File: src/rtl/char_ram_arbiter.sv
// char_ram_arbiter
// Shares the single read port (port B) of the character RAM between the
// tilemap pixel fetch (requester 0) and a secondary reader (requester 1).
// The RAM is synchronous, so read data returns one cycle after the address.
// A registered owner tag routes each returned word back to the requester
// that issued it. Each requester also has a hold register, so its data
// output stays stable between returns.
// Optional feature: define ARB_STARVE_GUARD_EN to build the starvation
// counter. Once requester 1 has been denied for STARVE_LIMIT consecutive
// cycles, it wins one contended cycle.

module char_ram_arbiter #(
  parameter int ADDR_WIDTH   = 8,
  parameter int DATA_WIDTH   = 16,
  parameter int STARVE_LIMIT = 4
) (
  input  logic                  clk,
  input  logic                  rst,
  input  logic                  req0,
  input  logic [ADDR_WIDTH-1:0] addr0,
  output logic                  gnt0,
  output logic                  valid0,
  output logic [DATA_WIDTH-1:0] data0,
  input  logic                  req1,
  input  logic [ADDR_WIDTH-1:0] addr1,
  output logic                  gnt1,
  output logic                  valid1,
  output logic [DATA_WIDTH-1:0] data1,
  output logic [ADDR_WIDTH-1:0] ram_addr,
  input  logic [DATA_WIDTH-1:0] ram_q
);

  logic [ADDR_WIDTH-1:0] ram_addr_q;
  logic                  own_vld;
  logic                  own_id;
  logic [DATA_WIDTH-1:0] hold0;
  logic [DATA_WIDTH-1:0] hold1;
  logic                  starve_win;

`ifdef ARB_STARVE_GUARD_EN
  logic [3:0] starve;

  assign starve_win = (starve >= 4'(STARVE_LIMIT));

  // Count consecutive denied cycles of requester 1, saturating at 15
  always_ff @(posedge clk) begin
    if (rst) begin
      starve <= 4'd0;
    end else if (!req1 || gnt1) begin
      starve <= 4'd0;
    end else if (starve != 4'hF) begin
      starve <= starve + 4'd1;
    end
  end
`else
  logic starve_limit_unused;

  assign starve_win          = 1'b0;
  assign starve_limit_unused = (STARVE_LIMIT > 0);
`endif

  // Pick at most one requester: requester 0 has priority unless requester 1 is starving
  always_comb begin
    gnt0 = 1'b0;
    gnt1 = 1'b0;
    if (!rst) begin
      if (req1 && (!req0 || starve_win)) begin
        gnt1 = 1'b1;
      end else if (req0) begin
        gnt0 = 1'b1;
      end
    end
  end

  // Drive the granted address, or keep the last one when nobody is granted
  always_comb begin
    ram_addr = ram_addr_q;
    if (gnt0) begin
      ram_addr = addr0;
    end else if (gnt1) begin
      ram_addr = addr1;
    end
  end

  // Remember the driven address so idle cycles keep it stable
  always_ff @(posedge clk) begin
    if (rst) begin
      ram_addr_q <= '0;
    end else begin
      ram_addr_q <= ram_addr;
    end
  end

  // Owner tag for the word the RAM returns next cycle
  always_ff @(posedge clk) begin
    if (rst) begin
      own_vld <= 1'b0;
      own_id  <= 1'b0;
    end else begin
      own_vld <= gnt0 | gnt1;
      own_id  <= gnt1;
    end
  end

  // A return still in flight while reset is high is dropped
  assign valid0 = own_vld && !own_id && !rst;
  assign valid1 = own_vld &&  own_id && !rst;

  // Capture each returned word so the data outputs hold between returns
  always_ff @(posedge clk) begin
    if (rst) begin
      hold0 <= '0;
      hold1 <= '0;
    end else begin
      if (valid0) begin
        hold0 <= ram_q;
      end
      if (valid1) begin
        hold1 <= ram_q;
      end
    end
  end

  assign data0 = valid0 ? ram_q : hold0;
  assign data1 = valid1 ? ram_q : hold1;

endmodule

File: config.mk
export PLATFORM = sky130hd
export DESIGN_NAME = char_ram_arbiter
export DESIGN_NICKNAME = d
export VERILOG_FILES = /design/src/rtl/char_ram_arbiter.sv
export SDC_FILE = /design/constraint.sdc
export NUM_CORES = 1
export LEC_CHECK = 0
export BUFFER_PORTS_ARGS = -buffer_cell sky130_fd_sc_hd__buf_2
export CORE_UTILIZATION = 50
export CTS_BUF_LIST = sky130_fd_sc_hd__clkbuf_8
export DETAILED_ROUTE_END_ITERATION = 8
export HOLD_SLACK_MARGIN = 0.12
export PLACE_DENSITY = 0.9
export SYNTH_ARGS = -nofsm -noshare
export SYNTH_HDL_FRONTEND = slang
export SYNTH_SLANG_ARGS = --single-unit
File: constraint.sdc
create_clock -name clk -period 2.72 [get_ports clk]
set_clock_uncertainty 0.15 [all_clocks]
set_input_delay 0.68 -clock clk [delete_from_list [all_inputs] [get_ports clk]]
set_output_delay 0.68 -clock clk [all_outputs]
set_load 0.05 [all_outputs]
; ---- After elaboration in Yosys (flattened, before gate mapping)
; Index checks and enable logic that the tools add are counted.
[op_classes]
add_sub_neg = 0
multipliers = 0
div_mod_pow = 0
magnitude_cmp = 0
n_eq_ne = 0
shifts = 0
mux = 9
bitwise = 1
n_reduce_logical = 8
[ops]
columns = cell, count
row1 = $mux W16, 2
row2 = $mux W8, 2
row3 = $logic_and A1 B1 Y1, 5
row4 = $mux W1, 5
row5 = $logic_not A1 Y1, 3
row6 = $or A1 B1 Y1, 1
[totals]
ff_bits = 42
latchBits = 0
ramBits = 0
mem_bits_ro = 0
inputBits = 36
out_inout_bits = 44
elab_cells = 23
mem_count = 0

; ---- Logic depth before layout (Yosys ltp)
; Gate-level depths: netlist (run 1).
[logic_depth]
word_depth = 6
mapped_depth = 5
ltp_nobuf = 3

; ---- Least setup slack after synthesis (run 1)
; No wires, ideal clock.
[synth_timing]
kind = input to output
start = in rst
end = out ram_addr[5]
arrival_time_ns = 2.145
t_required_ns = 1.890
slack_ns = -0.255
stages = 5
path_buffers = 2
path_cell_list = buf_2 inv_2 buf_1 o22ai_1 a21oi_1
[synth_via]
elab_chain_len = 3
word_cells_on_any_way = 4
classes_between = 4 x mux
[synth_lines]
columns = item, line_no
row1 = "start, declared", 18  ; input logic rst,
row2 = $mux W1, 66  ; if (!rst) begin
row3 = $mux W8, 80  ; end else if (gnt1) begin
row4 = $mux W8 (*), 78  ; if (gnt0) begin
row5 = "end, declared", 29  ; output logic [ADDR_WIDTH-1:0] ram_addr,
; Mark *: on every way between the ends. The rest lies on a longest branch, timed or not.

; ---- Final worst setup path (run 1)
[layout_timing]
start = in rst
end = out data0[14]
[layout_via]
elab_chain_len = 3
[layout_lines]
columns = item, line_no
row1 = $logic_not A1 Y1, 106  ; assign valid0 = own_vld && !own_id && !rst;
row2 = $logic_and A1 B1 Y1, 106
row3 = $mux W16, --
row4 = "end, declared", 23  ; output logic [DATA_WIDTH-1:0] data0,
; No other way between the ends.

==> impl_metrics.tcl, run 1 <==
set metrics [dict create \
    seq_area_frac_synth_pct 38.69 \
    synthTopCellsByArea "dfxtp_1, nand2_1, mux2_2, a21oi_1, mux2_4" \
    yosysUniqueCellTypes 22 \
    rsz0062_at_grt "false" \
    worst_pin_slew_ns 0.6131 \
    worstPathRequired_ns 1.89 \
    seq_area_um2 840.8 \
    area_growth_pct 27.06 \
    status "complete, no violations" \
    synth-async-reset-ratio_pct 0 \
    globalRouteOverflowTotal 0 \
    die_x_um 67.93 \
    fillCellCount 346 \
    yosys-top-cells-count "nand2_1, dfxtp_1, a21oi_1" \
    gp_congestion 0.7528 \
    hold_buffers 0 \
    die_area_um2 4614 \
    ir_drop_mv 0.4191 \
    clk_path_buf_depth 2 \
    synth_top_area_share_pct 38.69 \
    startpoint_type "input pin" \
    yosysWarnings 0 \
    grt_pass1_vias 1822 \
    synth_top_family_by_area "multiplexers" \
    drv_slew 0 \
    yosysTopAreaCell "dfxtp_1" \
    yosys.area_share.xor_xnor_pct 0 \
    synthSimpleGateAreaFrac_pct 16.47 \
    synth-edff-count 0 \
    routed_wl_um 5047 \
    setup_viol 0 \
    fp.dieH_um 67.93 \
    num_antenna_cells 0 \
    cap_violations 0 \
    synth_compound_gate_area_share_pct 17.50 \
    synth_area_um2 2173 \
    synthAdderAreaFrac_pct 0 \
    critPathCaptureType "output pin" \
    worstPathMaxFanout 10 \
    avgViaCountPerCell 5.427 \
    numClockSinks 42 \
    io_pins 80 \
    powerDensity_nw_per_um2 603.9 \
    crit_chain "buf_2, nor3b_4, buf_4, mux2_4, buf_2" \
    grt_usage_pct 22.20 \
    vias 2057 \
    cts_made_buffers 5 \
    rows 23 \
    p_leak_nw 1.344 \
    cts_tree "built" \
    pre_cts_ws_ns 0.05582 \
    avgSynthCellArea_um2 8.556 \
    post-route-min-period_ns 2.665 \
    ant_nets 0 \
    cpMaxStageDelayCell "mux2_4" \
    cts_max_level 2 \
    setup.worst_path.class "input pin to output pin" \
    synth_mux_area_share_pct 21.82 \
    fin_crit_sh_pct 97.96 \
    antenna_found_initial 0 \
    cts_setup_buffers 0 \
    synthCells 254 \
    dr.pass1.iters 4 \
    final_core_util_pct 67.58 \
    drc 0 \
    cpMostUsedCell "buf_2" \
    slowest_delay_ns 0.33 \
    core_area_um2 4086 \
    finalWorstSetupSlack_ns 0.05549 \
    drive_above_1_share_pct 42.25 \
    floorplan.initialDensity_pct 53.18 \
    relSlewSlack_pct 59.13 \
    hold_class "register to register" \
    ys.flop_type "dfxtp_1" \
    synth_most_common_cell "nand2_1" \
    path_clk_slew_ns 0.08 \
    drt-initial-drc-count 97 \
    fmax_ghz 0.3753 \
    wl_per_cell_um 13.32 \
    portBuffers 79 \
    r2r_setup_slack_ns 1.11 \
    nNetsFinal 364 \
    dp_hpwl_um 3554 \
    critical_path_arrival_ns 1.83 \
    root_buffer "clkbuf_8" \
    cts-resized-gates 0 \
    multiInputGateArea_um2 1245 \
    grt_max_degree 25 \
    hold_violations 0 \
    fin_tns_setup_ns 0 \
    grt_pass1_wl_um 7762 \
    synth_nets 290 \
    synth.ff_latch_count 42 \
    clock_latency_ns 0.29 \
]
[routing by layer]
layer  vias up  track usage (%)  routed length (um)
li1       1022                -                   -
met1       967            25.41                2165
met2        64            40.56                2567
met3         4            5.500                 288
met4         0            5.729                  26
met5         -                0                   0
[power by group]
group,leakage [nW],internal (W),switching [W]
logic,0.928,0.000129,0.000268
clock network,0.0714,0.000392,0.000218
registers,0.344,0.000643,0.0000185
total,1.34,0.00116,0.000504
[placed cells by master, fill, tap and decap left out, types with 9 or more instances in the layout]
cell type / count
o22ai_1: 16
mux2_4: 9
dfxtp_1: 42
nand2_1: 73
a21oi_1: 32
mux2_2: 23
buf_2: 79
[per-stage QoR]
step	hold WS (ns)	total power [W]	std cells	cell area, um2
finish	0.3058	0.001668	379	2761
global route	0.3266	0.001734	379	2761
CTS	0.3066	0.001673	379	2759
detailed placement	0.2949	0.001072	371	2616
global placement	0.2885	0.001063	371	2616
floorplan	0.2829	0.0009742	254	2203
[sequential cells by signal, summed over array words and instances (netlist names)]
| signal | cells |
|---|---|
| hold0 | 16 |
| hold1 | 16 |
| ram_addr_q | 8 |
| own_id | 1 |
| own_vld | 1 |
[final timing paths]
check,start,endpoint,depth (start not counted)
worst max-delay path,rst,data0[14],5
worst min-delay path,hold1[13],hold1[13],2
worst max register to register,own_vld,hold0[7],4
worst min register to register,hold1[13],hold1[13],2
[final cells by class]
type	count	share of cell area (%)
clock buffers	6	2.990
multi-input cells	188	45.08
flip-flops and latches	42	30.45
repair buffers	87	16.49
clock inverters	2	2.175
well taps	50	2.266
inverters	4	0.5437
[cells by family (layout without fill, tap and decap cells)]
| family | Yosys count | after routing |
|---|---|---|
| and+or+nand+nor | 84 | 84 |
| AOI/OAI and AO/OA | 64 | 64 |
| DFF | 42 | 42 |
| muxes | 40 | 40 |
| buffers and inverters | 24 | 99 |
[critical path: cells and delay by family]
kind,cells,cell delay [ns]
buffers and inverters,3,0.61
muxes,1,0.33
and+or+nand+nor,1,0.21
No activity file was read; power rests on OpenSTA's default activity.
==> inputs of run 2 (changes only) <==
--- a/config.mk
+++ b/config.mk
@@ -6,11 +6,11 @@
 export NUM_CORES = 1
 export LEC_CHECK = 0
 export BUFFER_PORTS_ARGS = -buffer_cell sky130_fd_sc_hd__buf_2
-export CORE_UTILIZATION = 50
+export CORE_UTILIZATION = 51
 export CTS_BUF_LIST = sky130_fd_sc_hd__clkbuf_8
 export DETAILED_ROUTE_END_ITERATION = 8
 export HOLD_SLACK_MARGIN = 0.12
-export PLACE_DENSITY = 0.9
+export PLACE_DENSITY = 0.91
 export SYNTH_ARGS = -nofsm -noshare
 export SYNTH_HDL_FRONTEND = slang
 export SYNTH_SLANG_ARGS = --single-unit
==> run 2 against run 1 <==
Net effect: power decreased by 13%; count of clock-buffer cells in the layout is the same; global-route usage increased by 1.2 points; sequential power hardly changed; critical endpoint is now data0[0]; hold slack worse by 0.00082 ns; setup slack better by 0.031 ns; critical path type unchanged; register-to-register slack got worse by 0.05 ns; maximum frequency rose by 1.2%; routed wire length down 1.9%; utilization fell by 0.82 points.
==> impl_metrics.tcl, run 2 (synthesis results as in run 1) <==
set metrics [dict create \
    worstPathMaxFanout 8 \
    cap_violations 0 \
    gp_congestion 0.7626 \
    avgViaCountPerCell 5.423 \
    numClockSinks 42 \
    globalRouteOverflowTotal 0 \
    worst_pin_slew_ns 0.6281 \
    cts_max_level 2 \
    fin_crit_sh_pct 96.84 \
    root_buffer "clkbuf_8" \
    powerDensity_nw_per_um2 535.6 \
    top_regs "hold0 x16, hold1 x16, ram_addr_q x8" \
    area_growth_pct 24.64 \
    num_antenna_cells 0 \
    ant_nets 0 \
    relSlewSlack_pct 58.12 \
    dp_hpwl_um 3514 \
    floorplan.initialDensity_pct 53.56 \
    mostFrequentLayoutCells "buf_2, nand2_1, dfxtp_1" \
    post-route-min-period_ns 2.634 \
    hold_violations 0 \
    antenna_found_initial 0 \
    fmax_ghz 0.3797 \
    ir_drop_mv 0.3203 \
    p_leak_nw 1.320 \
    setup_viol 0 \
    critical_path_arrival_ns 1.80 \
    holdWs_ns 0.3050 \
    die_area_um2 4527 \
    drive_above_1_share_pct 42.07 \
    drt-initial-drc-count 104 \
    clk_path_buf_depth 2 \
    vias 2050 \
    grt_usage_pct 23.43 \
    cts_made_buffers 5 \
    routed_wl_um 4950 \
    fp.dieH_um 67.28 \
    grt_pass1_wl_um 7907 \
    rsz0062_at_grt "false" \
    power_w 0.001451 \
    worstPathRequired_ns 1.89 \
    dpl_cell_area_um2 2624 \
    hold_buffers 0 \
    cts_setup_buffers 0 \
    io_pins 80 \
    hold_class "register to register" \
    wl_per_cell_um 13.10 \
    rows 23 \
    post-route-cell-area_um2 2709 \
    startpoint_type "input pin" \
    cts-resized-gates 0 \
    path_clk_slew_ns 0.07 \
    portBuffers 79 \
    critPathCaptureType "output pin" \
    core_area_um2 4058 \
    die_x_um 67.28 \
    nNetsFinal 365 \
    grt_max_degree 18 \
    status "complete, no violations" \
    drv_slew 0 \
    final_common_cell "buf_2" \
    grt_pass1_vias 1892 \
    cts_tree "built" \
    fin_tns_setup_ns 0 \
    drc 0 \
    dr.pass1.iters 4 \
    clock_latency_ns 0.29 \
    setup.worst_path.class "input pin to output pin" \
]
[run 2: changes by cell type in the layout (fill, tap and decap cells not counted), sizes merged]
cell / before / now
bufinv: 2 / 0
buf: 87 / 88
[run 2: critical path, cell delays in order]
cell and delay, ns:
buf_2 0.14, nor3b_4 0.21, buf_4 0.21, mux2_2 0.35
buf_2 0.21
[run 2: final timing paths]
check | slack [ns] | cells past startpoint | to | from
worst min register to register | 0.31 | 2 | hold1[14] | hold1[14]
worst max register to register | 1.06 | 4 | hold0[5] | own_vld
worst max-delay path | 0.09 | 5 | data0[0] | rst
worst min-delay path | 0.31 | 2 | hold1[14] | hold1[14]
[run 2: area by class of cell]
class	count	area, um2
Clock buffer	6	82.58
Multi-Input combinational cell	188	1245
Fill cell	343	1349
Sequential cell	42	840.8
Tap cell	50	62.56
Timing Repair Buffer	88	462.9
Inverter	4	15.01
[run 2: where the power goes]
| part | internal [W] | leakage (nW) | total (W) | switching (W) |
|---|---|---|---|---|
| Combinational | 0.000130 | 0.933 | 0.000397 | 0.000268 |
| Clock | 0.000196 | 0.0431 | 0.000392 | 0.000196 |
| Sequential | 0.000643 | 0.344 | 0.000662 | 0.0000182 |
| Total | 0.000969 | 1.32 | 0.00145 | 0.000482 |
[run 2: stage by stage]
stage | util, % | worst slack, ns | cells
detailed placement | 64.66 | 0.03463 | 372
floorplan | - | 0.03748 | 254
CTS | 66.70 | 0.03048 | 378
global route | 66.76 | 0.03040 | 378
finish | 66.76 | 0.08603 | 378
global placement | 64.66 | 0.08543 | 372
[run 2: layer usage]
| metal | GRT usage, % | routed length, um | vias up |
|---|---|---|---|
| li1 | - | - | 1026 |
| met5 | 0 | 0 | - |
| met3 | 6.419 | 223 | 9 |
| met2 | 42.63 | 2527 | 64 |
| met4 | 10.11 | 81 | 0 |
| met1 | 25.08 | 2117 | 951 |
==> inputs of run 3 (changes only) <==
--- a/config.mk
+++ b/config.mk
@@ -5,8 +5,10 @@
 export SDC_FILE = /design/constraint.sdc
 export NUM_CORES = 1
 export LEC_CHECK = 0
+export ABC_AREA = 1
 export BUFFER_PORTS_ARGS = -buffer_cell sky130_fd_sc_hd__buf_2
-export CORE_UTILIZATION = 51
+export CORE_ASPECT_RATIO = 1.5
+export CORE_UTILIZATION = 49
 export CTS_BUF_LIST = sky130_fd_sc_hd__clkbuf_8
 export DETAILED_ROUTE_END_ITERATION = 8
 export HOLD_SLACK_MARGIN = 0.12
==> run 3 against run 2 <==
Net effect: power down 2.9%; via count shrank 9.6%; register-to-register slack gained 0.29 ns; non-clock buffer count shrank 4; cell count rose by 7.4%; critical endpoint is now data0[4]; largest cell class is now flip-flops and latches.
==> impl_metrics.tcl, run 3 <==
set metrics [dict create \
    synthTopCellsByArea "dfxtp_1, inv_1, nand2_1, o21ai_0, nor2_1" \
    synthCells 282 \
    power_frac_comb_pct 28.0 \
    cts_max_level 2 \
    grt_pass1_vias 1717 \
    fillCellCount 341 \
    die_x_um 52.48 \
    startpoint_type "input pin" \
    yosysUniqueCellTypes 17 \
    synth_area_um2 1873 \
    r2r_start "own_vld" \
    critPathCaptureType "output pin" \
    avgViaCountPerCell 4.567 \
    critical_path_arrival_ns 1.78 \
    clk_path_buf_depth 2 \
    synth_nets 318 \
    hold_class "register to register" \
    vias 1854 \
    yosysWarnings 0 \
    core_area_um2 3649 \
    synth_top_area_share_pct 44.89 \
    hold_start "hold0[12]" \
    crit_chain "buf_2, nor2_1, nand2_1, buf_4, o21ai_0, inv_1, buf_2" \
    grtUsageMet1_pct 18.53 \
    grt_busiest_layer "met2" \
    setup_viol 0 \
    drc 0 \
    num_antenna_cells 0 \
    rsz0062_at_grt "false" \
    root_buffer "clkbuf_8" \
    fin_tns_setup_ns 0 \
    p_sw_w 0.0004948 \
    status "complete, no violations" \
    pre_cts_ws_ns 0.07705 \
    crit_family "buffers and inverters" \
    cts_setup_buffers 0 \
    seq_area_frac_synth_pct 44.89 \
    post-route-min-period_ns 2.613 \
    cap_violations 0 \
    nNetsFinal 399 \
    slowest_delay_ns 0.28 \
    cpMostUsedCell "buf_2" \
    synth-async-reset-ratio_pct 0 \
    top_regs "hold0 x16, hold1 x16, ram_addr_q x8" \
    worst_pin_slew_ns 0.2781 \
    yosys-top-cells-count "inv_1, nand2_1, dfxtp_1" \
    ant_nets 0 \
    cpMaxStageDelayCell "o21ai_0" \
    p_sw_share_pct 35.14 \
    synth.ff_latch_count 42 \
    portBuffers 79 \
    fmax_ghz 0.3827 \
    reg2regPathDepth 6 \
    p_seq_share_pct 46.5 \
    cts_made_buffers 5 \
    intPower_w 0.0009132 \
    dp_hpwl_um 3018 \
    area_growth_pct 27.92 \
    cts_tree "built" \
    r2r_setup_slack_ns 1.35 \
    fin_crit_sh_pct 96.07 \
    power_w 0.001408 \
    gp_congestion 0.8143 \
    final_common_cell "inv_1" \
    relSlewSlack_pct 81.26 \
    whs_endpoint "hold0[12]" \
    yosysTopAreaCell "dfxtp_1" \
    floorplan.initialDensity_pct 51.34 \
    clock_power_share_pct 25.5 \
    synth_most_common_cell "inv_1" \
    grt_pass1_wl_um 6437 \
    mostFrequentLayoutCells "inv_1, buf_2, nand2_1" \
    clock_latency_ns 0.28 \
    path_clk_slew_ns 0.07 \
    rows 27 \
    finalWorstSetupSlack_ns 0.1069 \
    ys.flop_type "dfxtp_1" \
    min_path_cells 4 \
    hold_violations 0 \
    avgSynthCellArea_um2 6.642 \
    p_leak_nw 1.637 \
    cts-resized-gates 0 \
    drv_slew 0 \
    synth-edff-count 0 \
    ir_drop_mv 0.4147 \
    io_pins 80 \
    met3_usage_pct 6.275 \
    globalRouteOverflowTotal 0 \
    timing.rr.end "hold0[4]" \
    gr-usage-met2_pct 40.89 \
    grt_usage_pct 20.73 \
    antenna_found_initial 0 \
    path_buf_inv 4 \
    crit_cells 7 \
    powerDensity_nw_per_um2 587.6 \
    worstPathMaxFanout 33 \
    wl_per_cell_um 9.633 \
    drive_above_1_share_pct 27.55 \
    die_area_um2 4079 \
    worstPathRequired_ns 1.89 \
    hold_buffers 0 \
    routed_wl_um 3911 \
    dr.pass1.iters 4 \
    numClockSinks 42 \
    drt-initial-drc-count 31 \
    fp.dieH_um 77.72 \
    grt_max_degree 34 \
    setup.worst_path.class "input pin to output pin" \
]
[run 3: worst max path at each step]
stage                     start           to  slack [ns]
after global routing        rst     data1[7]      0.0001
after global placement      rst    data0[10]        0.11
final                       rst     data0[4]        0.11
after CTS                   rst     data0[6]        0.07
after detailed placement    rst     data0[6]        0.08
after floorplan             rst  ram_addr[5]        0.14
[run 3: layer usage]
| metal | vias up | part of all wire, % |
|---|---|---|
| met2 | 57 | 55 |
| met5 | - | 0 |
| met4 | 0 | 1.6 |
| met3 | 7 | 5.2 |
| met1 | 818 | 38 |
| li1 | 972 | - |
[run 3: area by class of cell]
cell class | count | area (um2) | share of cell area, %
clock buffer | 5 | 68.82 | 2.872
inverter | 79 | 301.5 | 12.58
sequential | 42 | 840.8 | 35.09
tap | 43 | 53.80 | 2.245
timing repair buffer | 84 | 445.4 | 18.59
clock inverter | 2 | 7.507 | 0.3133
multi-input combinational | 151 | 678.2 | 28.30
[run 3: power groups by stage]
stage	logic (W)	registers (W)	clock network, W
after CTS	0.000396	0.000655	0.000372
after global routing	0.000428	0.000657	0.000394
after detailed placement	0.000394	0.000669	0
after floorplan	0.000296	0.000666	0
final	0.000395	0.000654	0.000359
after global placement	0.000388	0.000667	0
[run 3: tightest hold or removal path, cell delays in order, from the launching register on]
cell and delay [ns]:
dfxtp_1 0.30, inv_1 0.04, nand2_1 0.04, o21ai_0 0.09, nor2_1 0.05
[run 3: logic make-up (layout without fill, tap and decap cells)]
logic type	after synthesis	after routing	share of synthesized area (%)
AOI/OAI and AO/OA	36	36	9.619
buffers and inverters	89	170	18.90
and+or+nand+nor	115	115	26.59
DFF	42	42	44.89
[run 3: through the flow]
step                      instance area (um2)  hold slack, ns  std cells  utilization [%]
after floorplan                          1873          0.3743        282                -
after global placement                   2320          0.3869        399            63.58
after detailed placement                 2320          0.3933        399            63.58
after CTS                                2396          0.4079        406            65.67
after global routing                     2396          0.4503        406            65.67
final                                    2396          0.4063        406            65.67
